[config.mk]
export PLATFORM = sky130hd
export DESIGN_NAME = qspi_flash_reader
export DESIGN_NICKNAME = d
export VERILOG_FILES = /design/src/rtl/qspi_flash_reader.sv
export SDC_FILE = /design/constraint.sdc
export NUM_CORES = 1
export LEC_CHECK = 0
export CORE_MARGIN = 10
export CORE_UTILIZATION = 51
export DETAILED_ROUTE_END_ITERATION = 10
export GPL_TIMING_DRIVEN = 0
export HOLD_SLACK_MARGIN = 0.02
export PLACE_DENSITY_LB_ADDON = 0.15
export SETUP_SLACK_MARGIN = 0.02
export SLEW_MARGIN = 5
export SYNTH_ARGS = -nofsm -noshare
export SYNTH_HDL_FRONTEND = slang
export SYNTH_SLANG_ARGS = --single-unit
[constraint.sdc]
create_clock -name clk -period 2.6 [get_ports clk]
set_clock_uncertainty 0.05 [all_clocks]
set_input_delay 0.78 -clock clk [delete_from_list [all_inputs] [get_ports clk]]
set_output_delay 0.78 -clock clk [all_outputs]
set_load 0.005 [all_outputs]
[src/rtl/qspi_flash_reader.sv]
// qspi_flash_reader: burst reader for SPI NOR flash using continuous 0x03 (1-1-1) or 0x6B (1-1-4) reads
module qspi_flash_reader #(
  parameter int ADDR_WIDTH     = 24,
  parameter int DATA_WIDTH     = 16,
  parameter int LEN_WIDTH      = 8,
  parameter int QUAD           = 1,
  parameter int DUMMY_CYCLES   = 8,
  parameter int CLK_DIV        = 1,
  parameter int CS_HIGH_CYCLES = 4
) (
  input  logic                  clk,
  input  logic                  rst,
  input  logic                  req_valid,
  output logic                  req_ready,
  input  logic [ADDR_WIDTH-1:0] req_addr,
  input  logic [LEN_WIDTH-1:0]  req_len,
  output logic                  rsp_valid,
  input  logic                  rsp_ready,
  output logic [DATA_WIDTH-1:0] rsp_data,
  output logic                  rsp_last,
  output logic                  qspi_clk,
  output logic                  qspi_cs,
  output logic [3:0]            qspi_dq_o,
  output logic [3:0]            qspi_dq_oe,
  input  logic [3:0]            qspi_dq_i
);
  localparam logic [2:0] S_IDLE   = 3'd0;
  localparam logic [2:0] S_CMD    = 3'd1;
  localparam logic [2:0] S_ADDR   = 3'd2;
  localparam logic [2:0] S_DUMMY  = 3'd3;
  localparam logic [2:0] S_DATA   = 3'd4;
  localparam logic [2:0] S_CSHIGH = 3'd5;
  localparam int SW  = (QUAD != 0) ? DATA_WIDTH / 4 : DATA_WIDTH;
  localparam int OW  = ADDR_WIDTH + 8;
  localparam int DVW = (CLK_DIV > 1) ? $clog2(CLK_DIV) : 1;
  localparam int TW  = $clog2(CS_HIGH_CYCLES + 1);
  localparam logic [7:0] CMD = (QUAD != 0) ? 8'h6B : 8'h03;
  localparam logic [2:0] S_POST_ADDR = (QUAD != 0 && DUMMY_CYCLES > 0) ? S_DUMMY : S_DATA;

  logic [2:0]            state_q, state_d;
  logic [DVW-1:0]        div_q, div_d;
  logic                  sck_q, sck_d;
  logic [7:0]            bit_q, bit_d;
  logic [OW-1:0]         osr_q, osr_d;
  logic [DATA_WIDTH-1:0] isr_q, isr_d;
  logic [LEN_WIDTH-1:0]  word_q, word_d;
  logic [LEN_WIDTH-1:0]  len_q, len_d;
  logic [TW-1:0]         tmr_q, tmr_d;
  logic                  rsp_valid_q, rsp_valid_d;
  logic                  rsp_last_q, rsp_last_d;
  logic [DATA_WIDTH-1:0] rsp_data_q, rsp_data_d;

  logic                  busy, tick, bit_last, stall, rise, fall, done_word, done_last, accept, shifting;
  logic [7:0]            lim;
  logic [DATA_WIDTH-1:0] shift_in;

  assign busy      = state_q inside {S_CMD, S_ADDR, S_DUMMY, S_DATA};
  assign shifting  = state_q == S_CMD || state_q == S_ADDR;
  assign tick      = div_q == DVW'(CLK_DIV - 1);
  assign lim       = (state_q == S_CMD)   ? 8'd7 :
                     (state_q == S_ADDR)  ? 8'(ADDR_WIDTH - 1) :
                     (state_q == S_DUMMY) ? 8'(DUMMY_CYCLES - 1) : 8'(SW - 1);
  assign bit_last  = bit_q == lim;
  // Only the SCK that would complete a word waits for the consumer; earlier bits keep streaming.
  assign stall     = state_q == S_DATA && bit_last && rsp_valid_q && !rsp_ready;
  assign rise      = busy && !sck_q && tick && !stall;
  assign fall      = busy && sck_q && tick;
  assign done_word = fall && state_q == S_DATA && bit_last;
  assign done_last = done_word && word_q == len_q;
  assign accept    = req_valid && req_ready;
  assign shift_in  = (QUAD != 0) ? {isr_q[DATA_WIDTH-5:0], qspi_dq_i} : {isr_q[DATA_WIDTH-2:0], qspi_dq_i[1]};

  assign req_ready  = state_q == S_IDLE && tmr_q == '0 && !rsp_valid_q;
  assign rsp_valid  = rsp_valid_q;
  assign rsp_data   = rsp_data_q;
  assign rsp_last   = rsp_last_q;
  assign qspi_clk   = sck_q;
  assign qspi_cs    = !busy;
  // In single-lane mode io2/io3 are driven high to keep WP#/HOLD# inactive.
  assign qspi_dq_oe = shifting ? ((QUAD != 0) ? 4'b0001 : 4'b1101) : 4'b0000;
  assign qspi_dq_o  = shifting ? {(QUAD != 0) ? 2'b00 : 2'b11, 1'b0, osr_q[OW-1]} : 4'b0000;

  always_comb begin
    div_d       = !busy ? '0 : tick ? (stall ? div_q : '0) : div_q + 1'b1;
    sck_d       = (rise || fall) ? ~sck_q : sck_q;
    bit_d       = fall ? (bit_last ? 8'd0 : bit_q + 8'd1) : bit_q;
    osr_d       = accept ? {CMD, req_addr} : fall ? {osr_q[OW-2:0], 1'b0} : osr_q;
    isr_d       = (fall && state_q == S_DATA) ? shift_in : isr_q;
    len_d       = accept ? req_len : len_q;
    word_d      = accept ? '0 : done_word ? word_q + 1'b1 : word_q;
    tmr_d       = done_last ? TW'(CS_HIGH_CYCLES - 1) :
                  ((state_q == S_IDLE || state_q == S_CSHIGH) && tmr_q != '0) ? tmr_q - 1'b1 : tmr_q;
    rsp_valid_d = done_word || (rsp_valid_q && !rsp_ready);
    rsp_data_d  = done_word ? shift_in : rsp_data_q;
    rsp_last_d  = done_word ? word_q == len_q : rsp_last_q;
    state_d     = state_q;
    case (state_q)
      S_IDLE:   state_d = accept ? S_CMD : S_IDLE;
      S_CMD:    state_d = (fall && bit_last) ? S_ADDR : S_CMD;
      S_ADDR:   state_d = (fall && bit_last) ? S_POST_ADDR : S_ADDR;
      S_DUMMY:  state_d = (fall && bit_last) ? S_DATA : S_DUMMY;
      S_DATA:   state_d = done_last ? S_CSHIGH : S_DATA;
      S_CSHIGH: state_d = (tmr_q == '0) ? S_IDLE : S_CSHIGH;
      default:  state_d = S_IDLE;
    endcase
  end

  always_ff @(posedge clk or negedge rst) begin
    if (!rst) begin
      state_q     <= S_IDLE;
      div_q       <= '0;
      sck_q       <= 1'b0;
      bit_q       <= '0;
      osr_q       <= '0;
      isr_q       <= '0;
      word_q      <= '0;
      len_q       <= '0;
      tmr_q       <= TW'(CS_HIGH_CYCLES);
      rsp_valid_q <= 1'b0;
      rsp_last_q  <= 1'b0;
      rsp_data_q  <= '0;
    end else begin
      state_q     <= state_d;
      div_q       <= div_d;
      sck_q       <= sck_d;
      bit_q       <= bit_d;
      osr_q       <= osr_d;
      isr_q       <= isr_d;
      word_q      <= word_d;
      len_q       <= len_d;
      tmr_q       <= tmr_d;
      rsp_valid_q <= rsp_valid_d;
      rsp_last_q  <= rsp_last_d;
      rsp_data_q  <= rsp_data_d;
    end
  end
endmodule
Word-level counts from Yosys, hierarchy flattened
Index checks and enable logic that the tools add are counted.
- add/subtract/negate cells: 4
- equal/unequal tests: 7
- mux-type cells: 21
- bitwise gates (word level): 2
- reductions and logical operators: 33
- operators by type and width (operator ; number):
    2-to-1 mux 32 bit ; 2
    2-to-1 mux 8 bit ; 3
    one-hot mux 3 bit (6 select lines) ; 1
    logical AND 1 bit ; 17
    adder 8 x 1 -> 8 bit, second input constant ; 2
    2-to-1 mux 3 bit ; 5
    2-to-1 mux 5 bit ; 2
    == test 8 x 5 -> 1 bit ; 1
    == test 8 bit ; 1
    2-to-1 mux 1 bit ; 7
    == test 3 x 2 -> 1 bit, second input constant ; 2
    == test 3 bit, second input constant ; 2
    zero test 3 bit ; 2
    nonzero test 2 bit ; 3
    zero test 1 bit ; 5
    logical OR 1 bit ; 4
    nonzero test 4 bit ; 1
    == test 3 x 1 -> 1 bit, second input constant ; 1
    nonzero test 3 bit ; 1
    subtractor 3 x 1 -> 3 bit, second input constant ; 1
    2-to-1 mux 2 bit ; 1
    NOT 1 bit ; 2
    adder 1 bit, second input constant ; 1
- register bits after elaboration: 94
- bits of input ports: 40

Depth between registers and ports, before layout
Gate-level depths: netlist of the first run.
- word-level depth: 11
- depth in mapped cells: 9
- gate-level depth less buffers: 6

Worst setup path after synthesis of the first run
OpenSTA, ideal clock, no wires.
- kind: register to register
- start point: reg bit_q[0]
- end point: reg word_q[5]
- setup time: 77 ps
- arrival: 1895 ps
- required time: 2473 ps
- path slack: 578 ps
- cell stages (with the launch flop): 6
- path buffers: 0
- clock period less this slack: 2022 ps
- path through: dfrtp_1 -> ha_1 -> nor3b_1 -> nand3_2 -> or4_1 -> a21oi_1
- cells in the longest elaborated chain, start to end: 3
- ends and longest elaborated chain (item ; RTL line ; RTL):
    start, declared ; 43 ; logic [7:0] bit_q, bit_d;
    start signal, assigned ; 126 ; bit_q <= bit_d;
    == test 8 x 5 -> 1 bit ; 63 ; assign bit_last = bit_q == lim;
    logical AND 1 bit ; 68 ; assign done_word = fall && state_q == S_DATA && bit_last;
    nonzero test 2 bit (no source line) ; -- ;
    end signal, assigned ; 129 ; word_q <= word_d;
    end, declared ; 46 ; logic [LEN_WIDTH-1:0] word_q, word_d;
Every way passes these cells.
A chain may end at the register's enable or synchronous reset.

Worst setup path after layout of the first run
- start point: reg state_q[0]
- end point: out req_ready
- cells in the longest elaborated chain, start to end: 3
- ends and longest elaborated chain (item ; RTL line ; RTL):
    start, declared ; 40 ; logic [2:0] state_q, state_d;
    start signal, assigned ; 123 ; state_q <= state_d;
    zero test 3 bit ; 73 ; assign req_ready = state_q == S_IDLE && tmr_q == '0 && !rsp_valid_q;
    logical AND 1 bit (2 in series) ; 73 ;
    end, declared ; 14 ; output logic req_ready,
Every way passes these cells.

==> metrics.md, run 1 <==
| Metric | Value |
|---|---|
| Die width | `between 100 and 150 µm` |
| H-tree depth reported by CTS | `3` |
| Total placed cells including tap cells | `about 560` |
| Actual slew at the worst max-slew pin | `700 ps` |
| Via Count | `between 3,000 and 4,000` |
| Sequential cell area | `between 2000 and 2500 µm²` |
| Endpoint arrival time on the critical path | `1630 ps` |
| Number of cells in the finished layout apart from fillers | `~580` |
| Clock edge transition at the registers on the reported setup and hold paths | `~90 ps` |
| Most area-consuming cells after synthesis | `dfrtp_1 54%, mux2_2 7.4%, nand2_1 4.0%` |
| Number of inserted diodes | `0` |
| Number of inserted filler cells in the final layout | `roughly 640` |
| Power per standard cell area | `approximately 500 nW/µm²` |
| Mapped Cells | `around 400` |
| Slew headroom | `a little over half` |
| Area of the multi-input gates | `1800 µm²` |
| Global routing met2 resource utilization | `25.7%` |
| Final hold viol count | `0` |
| Path class of the lowest-slack min-delay path | `in -> async` |
| Crit path kind | `reg -> out` |
| Reg-to-reg slack, setup | `about 210 ps` |
| Area of the placeable core | `approximately 8200 µm²` |
| Port buffer count | `between 60 and 70` |
| Reg-to-Reg End | `word_q[5]` |
| Maximum clock rate | `between 400 and 500 MHz` |
| Maximum fanout along the worst path | `5` |
| Starting density of the core | `between 50% and 60%` |
| Number of max-cap violations | `0` |
| Area of the mapped netlist | `4250 µm²` |
| CTS tree | `done` |
| Ys Warns | `0` |
| Total length of routed wires | `approximately 10,000 µm` |
| Die Outline Area | `about 12,000 µm²` |
| Gp weighted congestion | `0.867` |
| Gr ovfl total | `0` |
| Reg-to-reg critical path startpoint | `bit_q[0]` |
| Initial antenna violation count | `0` |
| I/O pins | `just under 70` |
| Buffer type at the clock tree root | `clkbuf_8` |
| Critical Path Sink Type | `output pin` |
| Final HPWL from detailed placement | `approximately 7000 µm` |
| Clock Sink Count | `just over 90` |
| Peak supply drop | `between 0.0003 and 0.0004 V` |
| Outcome | `finished clean` |
| Most used flip-flop cell after synthesis | `dfrtp_1` |
| Avg Synthesized Cell Area | `approximately 11 µm²` |
| Clock buffer depth | `2` |
| Part of the Yosys area used for sequential elements | `approximately 55%` |
| Pre-antenna DRT Iters | `4` |
| Number of cells traversed by the worst register-to-register path | `6` |
| Antenna violation net count after detailed routing | `0` |
| Peak-usage layer in the global routing report | `met2` |
| #FFs+latches synth | `just over 90` |
| Global Route Usage Sum | `between 10% and 20%` |
| Row count | `33` |
| Net count, final | `approximately 520` |
| Part of the cycle the worst path needs | `94.7%` |
| Wirelength per Cell | `approximately 17 µm` |
| Area share of the largest cell type after synthesis | `54.2%` |
| Yosys top cell by area | `dfrtp_1` |
| Async S/R FF share, synth | `100%` |
| Kind of start point of the critical path | `flip-flop` |
| Ratio of cells with drive above 1 in the final layout | `16.9%` |
| Pins over their slew limit | `0` |
| Via density per instance | `between 5 and 6` |
| Count of different cell masters after synthesis | `49` |
| First-pass GRT wire length | `roughly 17,000 µm` |
| Iteration-0 DRC Markers | `about 120` |
| Total Negative Setup Slacks | `0 ps` |
| Maximum number of pins on one net before global-route repair | `56` |
| RSZ-0062 raised after global routing | `no` |
| DRC violation count after routing | `0` |
| GRT met1 Usage | `a little over a fifth` |
| Required time of the worst setup path | `approximately 1800 ps` |
| Number of flops mapped to enable cells by yosys | `0` |
| Area added between synthesis and finish | `27.2%` |
| Final setup vio count | `0` |
| Static leakage power | `between 0.002 and 0.0025 µW` |
| Global-route track usage on met3 | `4.87%` |
| Number of buffers created by CTS | `9` |
| Via count of the first global-routing pass | `between 3,000 and 4,000` |
| Chip Height | `111 µm` |
| Latest clock arrival within the worst-skew pair | `approximately 360 ps` |
| Final period demand of the worst path | `2460 ps` |
[worst max-delay path, cell delays in order, from the launching register on]
cell and delay (ps):
dfrtp_2 460, buf_4 160, nor4_4 260, and2_1 170, dlygate4sd2_1 230
[worst max-delay path by stage]
stage                    to  slack (ps)  cells past startpoint  startpoint
2_1_floorplan     word_q[5]         580                      5    bit_q[0]
5_1_grt           req_ready          50                      4  state_q[0]
3_3_place_gp      osr_q[12]       -2710                      1         rst
3_5_place_dp   qspi_dq_o[0]        -140                      5  state_q[2]
4_1_cts        qspi_dq_o[0]          10                      6  state_q[1]
6_report          req_ready         140                      4  state_q[0]
[cell type report]
cell class                 count  share of cell area (%)
clock buffer                  10                    2.36
sequential                    93                    43.2
tap                          105                    2.43
timing repair buffer          69                    12.5
multi-input combinational    255                    33.3
inverter                      16                    1.11
clock inverter                 6                    1.78
buffer                        29                    3.36
[metrics by stage]
| step | hold slack (ps) | cell area [µm²] | util [%] | power, µW | setup slack (ps) |
|---|---|---|---|---|---|
| finish | 420 | 5400 | 66.1 | 2640 | 138 |
| global route | 460 | 5400 | 66.1 | 2730 | 49.3 |
| CTS | 437 | 5370 | 65.7 | 2660 | 11.3 |
| global placement | 411 | 5020 | 61.4 | 1590 | -2710 |
| floorplan | 408 | 4270 | - | 1490 | 578 |
| detailed placement | 431 | 5040 | 61.6 | 1590 | -141 |
[sequential cells by signal, indices dropped and copies added (netlist names)]
| register | flops |
|---|---|
| state_q | 3 |
| qspi_clk | 1 |
| rsp_last | 1 |
| isr_q | 12 |
| bit_q | 8 |
| osr_q | 32 |
| rsp_valid | 1 |
| tmr_q | 3 |
| rsp_data | 16 |
| word_q | 8 |
| len_q | 8 |
[synth_stat cells, types with 9 or more instances]
cell type / count
o21ai_0: 17
nand4_1: 9
nand3_1: 10
clkbuf_1: 18
nand2_1: 45
inv_1: 16
a22oi_1: 12
mux2_2: 28
dfrtp_1: 92
a221o_1: 12
xnor2_1: 13
nor2_1: 22
[placed cells by master (no fill, tap or decap), drive strengths merged, types with 13 or more instances in the layout]
cell type,n
buf,20
clkbuf,28
clkdlybuf4s50,57
dfrtp,92
inv,17
mux2,28
nand2,45
nor2,22
o21ai,17
xnor2,13
[kinds of logic (layout without fill, tap and decap cells)]
logic type      Yosys count  after routing  synth area share, %
other cells               1              6               0.0883
mux                      31             31                 8.13
xor+xnor                 20             20                 4.12
compound gates           67             67                 11.5
flops                    93             93                 54.8
buf+inv                  46            130                 4.77
fa+ha+maj                 4              4                 1.18
simple gates            127            127                 15.4
[power breakdown]
part | switching, µW | total, µW | internal, µW
Sequential | 1.61 | 1450 | 1450
Combinational | 42.8 | 110 | 67.4
Clock | 531 | 1080 | 553
[repair_timing]
item | CTS | global route
gates resized for setup | 24 | 11
endpoints found under the setup margin | 21 | 12
buffers inserted | 5 | 1
pin swaps | 3 | 1
hold buffers | 0 | 0
[per-layer routing]
metal  routed length (µm)  up-vias
met5                    0        -
met4                  133        0
met3                  648       17
met2                 4880       97
met1                 4410     1601
li1                     -     1533
Power figures use the tool's default switching activity.
==> run 2, diff against run 1 <==
- RECOVER_POWER: not set -> 25
==> metrics.md, run 2 (synthesis gave the netlist of run 1 again) <==
| Metric | Value |
|---|---|
| Outcome | `finished clean` |
| Slew headroom | `between 8 and 9%` |
| Cts hold-fix bufs | `0` |
| Wirelength per Cell | `17.3 µm` |
| Power, Total | `roughly 2600 µW` |
| RSZ-0062 raised after global routing | `no` |
| Total length of routed wires | `between 10,000 and 15,000 µm` |
| Hold Path Depth | `1` |
| Number of max-cap violations | `0` |
| Gr ovfl total | `0` |
| Part of the cycle the worst path needs | `94.7%` |
| Final hold viol count | `0` |
| Post-route setup slack | `138 ps` |
| Maximum number of pins on one net before global-route repair | `between 50 and 60` |
| CP bufs+invs | `2` |
| Hold Path Sink | `osr_q[25]` |
| Clock buffer depth | `2` |
| Actual slew at the worst max-slew pin | `1380 ps` |
| I/O pins | `a little under 70` |
| Clock edge transition at the registers on the reported setup and hold paths | `about 90 ps` |
| Clock Sink Count | `a little over 90` |
| Crit-path slowest cell | `dfrtp_2` |
| CTS tree | `done` |
| Row count | `33` |
| Path class of the lowest-slack min-delay path | `reg -> reg` |
| Initial antenna violation count | `0` |
| Die Outline Area | `about 12,000 µm²` |
| DRC violation count after routing | `0` |
| Iteration-0 DRC Markers | `around 120` |
| Reg-to-reg slack, setup | `about 210 ps` |
| Final HPWL from detailed placement | `about 7000 µm` |
| Ratio of cells with drive above 1 in the final layout | `about 17%` |
| Number of cells in the finished layout apart from fillers | `just under 600` |
| Reg-to-reg critical path startpoint | `bit_q[0]` |
| Via count of the first global-routing pass | `between 3,000 and 4,000` |
| Crit path kind | `reg -> out` |
| Via Count | `between 3,000 and 4,000` |
| Commonest non-fill, non-tap cell in the layout | `dfrtp_1` |
| Global Route Usage Sum | `around 16%` |
| Crit-path cells | `buf_4 > nor4_4 > and2_1 > dlygate4sd2_1` |
| Kind of cell adding the most delay to the critical path | `flip-flops` |
| Most used cells in the layout excluding fill and tap cells | `89 x dfrtp_1, 57 x clkdlybuf4s50_1, 45 x nand2_1, 28 x mux2_2, 21 x nor2_1` |
| Net count, final | `about 520` |
| Latest clock arrival within the worst-skew pair | `roughly 360 ps` |
| Reg-to-Reg End | `word_q[5]` |
| Antenna violation net count after detailed routing | `0` |
| Area of the placeable core | `slightly above 8000 µm²` |
| Total placed cells including tap cells | `around 560` |
| Pre-antenna DRT Iters | `4` |
| Peak supply drop | `slightly below 0.0004 V` |
| Total Negative Setup Slacks | `0 ps` |
| Die width | `111 µm` |
| Chip Height | `around 110 µm` |
| Via density per instance | `around 5.6` |
| Endpoint arrival time on the critical path | `between 1500 and 2000 ps` |
| Starting density of the core | `~52%` |
| Largest Register | `osr_q` |
| Critical path's largest stage delay | `460 ps` |
| Number of buffers created by CTS | `9` |
| Port buffer count | `62` |
| H-tree depth reported by CTS | `3` |
| Pins over their slew limit | `0` |
| Startpoint of the lowest-slack hold path | `osr_q[25]` |
| Dpl ws | `-141 ps` |
| Number of inserted diodes | `0` |
| Final period demand of the worst path | `between 2000 and 2500 ps` |
| Gp weighted congestion | `0.867` |
| Area added between synthesis and finish | `27.1%` |
| Critical Path Sink Type | `output pin` |
| Final setup vio count | `0` |
| Buffer type at the clock tree root | `clkbuf_8` |
| Maximum fanout along the worst path | `5` |
| Static leakage power | `0.00247 µW` |
| Flip-flop count of the largest register after layout | `32` |
| Number of cells traversed by the worst register-to-register path | `6` |
| Maximum clock rate | `between 400 and 500 MHz` |
| Required time of the worst setup path | `1770 ps` |
| Power per standard cell area | `about 490 nW/µm²` |
| Kind of start point of the critical path | `flip-flop` |
| First-pass GRT wire length | `16,900 µm` |
[run 2: final cells by class]
class	count	area, µm²
Buffer	29	181
Timing Repair Buffer	69	672
Fill cell	639	2770
Tap cell	105	131
Clock inverter	6	96.3
Inverter	16	60.1
Sequential cell	93	2330
Clock buffer	10	128
Multi-Input combinational cell	255	1800
[run 2: timing repair]
action / CTS / global route
endpoints found under the setup margin: 21 / 12
gates resized for setup: 24 / 11
pin swaps: 3 / 1
setup buffers: 5 / 1
[run 2: per-stage QoR]
stage | area, µm² | utilization [%] | hold slack, ps
global placement | 5020 | 61.4 | 411
floorplan | 4270 | - | 408
detailed placement | 5040 | 61.6 | 431
global route | 5400 | 66.1 | 474
finish | 5400 | 66.1 | 446
CTS | 5370 | 65.7 | 437
[run 2: per-layer routing]
metal	global-route usage [%]	vias to the layer above	share of wire, %
li1	-	1533	-
met1	21.0	1602	44
met2	25.7	97	49
met3	4.87	17	6.4
met4	5.48	0	1.3
met5	0	-	0
[run 2: worst max-delay path by stage]
stage	from	end	slack, ps	depth (start not counted)
after detailed placement	state_q[2]	qspi_dq_o[0]	-140	5
after floorplan	bit_q[0]	word_q[5]	580	5
after CTS	state_q[1]	qspi_dq_o[0]	10	6
after global routing	state_q[0]	req_ready	50	4
after global placement	rst	osr_q[12]	-2710	1
final	state_q[0]	req_ready	140	4
[run 2: worst register-to-register path, stage by stage, from the launching register on]
cell      delay, ps
dfrtp_1         480
ha_1            330
nor3b_2         390
nand3_2         250
clkbuf_2        350
o31ai_1         330
a21oi_1         100
[run 2: where the power goes]
group | switching, µW | internal, µW
registers | 1.61 | 1450
logic | 42.8 | 67.0
clock network | 531 | 553
total | 576 | 2070
